**src/rtl/cipher_seq_ctrl.sv**
```systemverilog
// cipher_seq_ctrl: feeds latched plaintext/key shares byte-serially to a masked cipher core and gathers the ciphertext shares
module cipher_seq_ctrl #(
    parameter int TIMEOUT = 2048
) (
    input  logic         clk,
    input  logic         rst,
    input  logic [127:0] pt_s0,
    input  logic [127:0] pt_s1,
    input  logic [127:0] key_s0,
    input  logic [127:0] key_s1,
    input  logic         start,
    output logic         ready,
    output logic [127:0] ct_s0,
    output logic [127:0] ct_s1,
    output logic         out_valid,
    input  logic         out_ready,
    output logic         err,
    input  logic         fresh_in,
    output logic         core_rst,
    output logic         core_fresh,
    output logic [7:0]   core_in1,
    output logic [7:0]   core_in2,
    output logic [7:0]   core_key1,
    output logic [7:0]   core_key2,
    input  logic [7:0]   core_out1,
    input  logic [7:0]   core_out2,
    input  logic         core_done
);
    localparam int CW = $clog2(TIMEOUT + 1);
    typedef enum logic [2:0] {IDLE, LOAD, RUN, DRAIN, OUT} state_t;
    state_t state, state_nx;
    logic [3:0] idx;
    logic [CW-1:0] cnt;
    logic [127:0] pt0, pt1, key0, key1;
    logic [6:0] sel;
    logic load, tmo, cap;
    assign sel = {~idx, 3'b000};
    assign load = state == LOAD;
    assign tmo = state == RUN && !core_done && cnt == CW'(TIMEOUT - 1);
    assign cap = (state == RUN && core_done) || state == DRAIN;
    assign ready = state == IDLE;
    assign out_valid = state == OUT;
    assign core_rst = ready || (load && idx == 4'd0) || tmo;
    assign core_fresh = fresh_in;
    assign core_in1 = load ? pt0[sel +: 8] : 8'h00;
    assign core_in2 = load ? pt1[sel +: 8] : 8'h00;
    assign core_key1 = load ? key0[sel +: 8] : 8'h00;
    assign core_key2 = load ? key1[sel +: 8] : 8'h00;
    // state register
    always_ff @(posedge clk) begin
        if (!rst) state <= IDLE;
        else state <= state_nx;
    end
    // next-state selection
    always_comb begin
        state_nx = state;
        unique case (state)
            IDLE:    state_nx = start ? LOAD : IDLE;
            LOAD:    state_nx = idx == 4'd15 ? RUN : LOAD;
            RUN:     state_nx = core_done ? DRAIN : (tmo ? IDLE : RUN);
            DRAIN:   state_nx = idx == 4'd15 ? OUT : DRAIN;
            OUT:     state_nx = out_ready ? IDLE : OUT;
            default: state_nx = IDLE;
        endcase
    end
    // byte index, timeout counter, share latches and ciphertext capture
    always_ff @(posedge clk) begin
        if (!rst) begin
            idx <= 4'd0;
            cnt <= '0;
            err <= 1'b0;
            pt0 <= '0;
            pt1 <= '0;
            key0 <= '0;
            key1 <= '0;
            ct_s0 <= '0;
            ct_s1 <= '0;
        end else begin
            idx <= (load || cap) ? idx + 4'd1 : 4'd0;
            cnt <= state == RUN ? cnt + CW'(1) : '0;
            err <= tmo;
            if (ready && start) begin
                pt0 <= pt_s0;
                pt1 <= pt_s1;
                key0 <= key_s0;
                key1 <= key_s1;
            end
            if (cap) begin
                ct_s0[sel +: 8] <= core_out1;
                ct_s1[sel +: 8] <= core_out2;
            end
        end
    end
endmodule

```
**config.mk**
```make
export PLATFORM = sky130hd
export DESIGN_NAME = cipher_seq_ctrl
export DESIGN_NICKNAME = d
export VERILOG_FILES = /design/src/rtl/cipher_seq_ctrl.sv
export SDC_FILE = /design/constraint.sdc
export NUM_CORES = 2
export LEC_CHECK = 0
export CAP_MARGIN = 20
export CORE_AREA = 2 2 326 328
export CTS_CLUSTER_DIAMETER = 50
export DETAILED_ROUTE_END_ITERATION = 16
export DIE_AREA = 0 0 328 330
export DONT_BUFFER_PORTS = 1
export SYNTH_ARGS = -nofsm -noshare
export SYNTH_HDL_FRONTEND = slang
export SYNTH_SLANG_ARGS = --single-unit
```
**constraint.sdc**
```tcl
create_clock -name clk -period 2.95 [get_ports clk]
set_input_delay 0.59 -clock clk [delete_from_list [all_inputs] [get_ports clk]]
set_output_delay 0.59 -clock clk [all_outputs]
set_load 0.01 [all_outputs]
```
==> run metrics <==
Avg Cell Area, Syn 9.052 µm²; Peak VDD IR 0.4894 mV; Worst Path Buf+Inv 0; most frequent cells in the layout nand2_1 (1197), dfxtp_1 (784), a21boi_0 (492); post-layout total power 25.61 mW; Worst EP arrival 3970 ps; Layout Skew roughly 21 ps; Crit Path Max Fanout 826; post-synthesis sequential area ratio 0.4708; WS Path Type in -> reg; first-pass GRT wire length 173600 µm; max-slew violations 491; Post-Syn Area about 34000 µm²; flop and latch count out of synthesis 788; largest net degree at the start of global routing approximately 830; f_max 290.0 MHz; clk slew on worst S/H paths 60 ps; max cap viols 0; num rows 119; die height 330 µm; Initial Utilization 0.3201; final cell count without fillers roughly 5200; Die Area 108200 µm²; synthesized instance count 3702; post-route ant nets 0; vias in the first global route 25411; Worst-Margin Slew 3547 ps; min-delay src pt_s0[46]; Worst setup EP type flip-flop; final worst-path cycle share 1.169; core footprint 104700 µm²; fin crit period 3449 ps; RR Startpoint idx[0]; Post-synth EDFFs 0; num ports 827; crit path from rst; Hold Crit Class in -> reg; Area Growth Syn to Fin 19.80%; initial antenna violation count 42; Clock Tree Root clkbuf_16; Ys Warns 0; Die Width 328 µm; Lkg Pwr 13.74 nW; ys async rst share 0; top_reg_cell synth dfxtp_1; Routed WL 123700 µm; critical-path cell list nand3_1, o21ai_0; detailed-route vias per instance 5.179; layout cells sized above 1 0.1506; Placed Instances just under 5000; RSZ-0062 raised after global routing yes; kind of start point of the critical path primary input; CTS tree yes; nets@finish 4201; PortBufs 0; worst skew pair latency about 660 ps; CTS Buffer Depth 3; DRT Pass-1 Iters 5; CTS buffer count 98; DP HPWL 87010 µm; setup ws final -498.9 ps; via count ~27000; Setup Viol. Count Final 49; relative slew slack -1.365; failing checks slew limit, setup timing; commonest non-fill, non-tap cell in the layout nand2_1; Yosys cell types 60; CTS H-tree depth 3; outcome finished with violations; Worst Path Required 3470 ps; GRT Resource Usage Total 0.2170; Routability Congestion roughly 0.84; Initial DRC Count 1887; Hold Fails Final Rpt 0; Power Dens Cells 638.0 nW/µm²; GRT overflow 0; Layout fillers 10506; routed len/inst 23.97 µm; # DRC 0; Synthesized Nets between 4000 and 5000; flop-to-flop setup slack between 150 and 200 ps; Worst path top cell family by delay simple AND/OR/NAND/NOR gates; CP max-delay cell nand3_1; critical path's largest stage delay 1500 ps; Clock Sink Count between 700 and 800
-- Yosys cell counts (all sizes together) (2+ instances only) --
master	count	share of area
nand2	1211	0.14
dfxtp	788	0.47
a21boi	595	0.13
clkbuf	210	0.024
nand3	192	0.030
mux2i	150	0.045
buf	118	0.019
mux4	118	0.079
o21ai	78	0.013
nor2b	47	0.0088
nor2	28	0.0034
o22ai	22	0.0041
a22o	14	0.0037
and2	14	0.0027
a22oi	11	0.0025
a211oi	10	0.0022
a311oi	10	0.0026
nand4	10	0.0019
a21oi	8	0.0013
inv	6	0.00067
or3	6	0.0011
and3	5	0.00093
ha	5	0.0019
nor3	5	0.0013
nor4	5	0.0020
xnor2	5	0.0013
xor2	5	0.0013
nand2b	4	0.00075
or2	4	0.00075
and2b	2	0.00049
nand3b	2	0.00045
nor3b	2	0.00045
o31ai	2	0.00045
or3b	2	0.00052
or4	2	0.00045
-- sequential cells by signal, indices dropped and copies added, names as in the netlist, 4 cells and up --
register / cells
key1: 128
pt0: 128
pt1: 128
key0: 128
cnt: 12
ct_s0: 128
ct_s1: 128
idx: 4
-- metrics by stage --
stage / setup WS (ps) / cell area, µm² / util / hold slack [ps] / TNS, ps
2_1_floorplan: 11.24 / 33510 / - / 417.6 / 0
3_3_place_gp: 317.5 / 34770 / 0.3322 / 430.3 / 0
3_5_place_dp: 280.1 / 34780 / 0.3323 / 442.9 / 0
4_1_cts: -207.2 / 39810 / 0.3804 / 0.2907 / -4896
5_1_grt: -223.1 / 40130 / 0.3834 / 22.31 / -5130
6_report: -498.9 / 40150 / 0.3835 / 59.75 / -4321
-- report_power, final --
group | switching, mW | internal (mW)
sequential | 0.256 | 11.1
combinational | 1.08 | 0.913
clock | 4.98 | 7.31
total | 6.32 | 19.3
-- worst paths after layout --
path                                  end  cells past startpoint
worst max-delay path            ct_s0[88]                      2
worst min-delay path              pt0[46]                      2
worst max register to register  ct_s0[24]                      9
worst min register to register     cnt[0]                      1
-- area by class of cell --
cell class	count	area (µm²)	area share
sequential	788	15790	0.3933
multi-input combinational	2580	16890	0.4207
tap	1391	1740	0.04335
clock inverter	51	593.1	0.01477
inverter	6	26.28	0.0006545
antenna	24	60.06	0.001496
timing repair buffer	188	2278	0.05675
clock buffer	131	2770	0.06900
-- what timing repair did --
| action | CTS | global route |
|---|---|---|
| hold buffers | 62 | 0 |
| endpoints found under the hold margin | 62 | 0 |
| pin swaps | 35 | 34 |
| gates cloned | 10 | 2 |
| resized for setup | 118 | 60 |
| setup buffers | 23 | 6 |
| setup endpoints to repair | 33 | 50 |
-- metal layers --
layer  global-route usage  wire length, µm  up-vias
li1                     -                -    12523
met1               0.2594            48800    12935
met2               0.3636            59920     1008
met3              0.06336            10430      224
met4              0.09085             4322       30
met5                    0              184        -
-- cell families (layout without fill, tap and decap cells) --
kind of cell / Yosys count / count (layout) / share of synthesized area
simple gates: 1544 / 1544 / 0.1927
buf+inv: 334 / 376 / 0.04331
other cells: 0 / 24 / 0
fa+ha+maj: 5 / 5 / 0.001867
compound gates: 753 / 753 / 0.1646
flops: 788 / 788 / 0.4708
xor+xnor: 10 / 10 / 0.002614
mux: 268 / 268 / 0.1241
(Power assumes the default switching activity.)
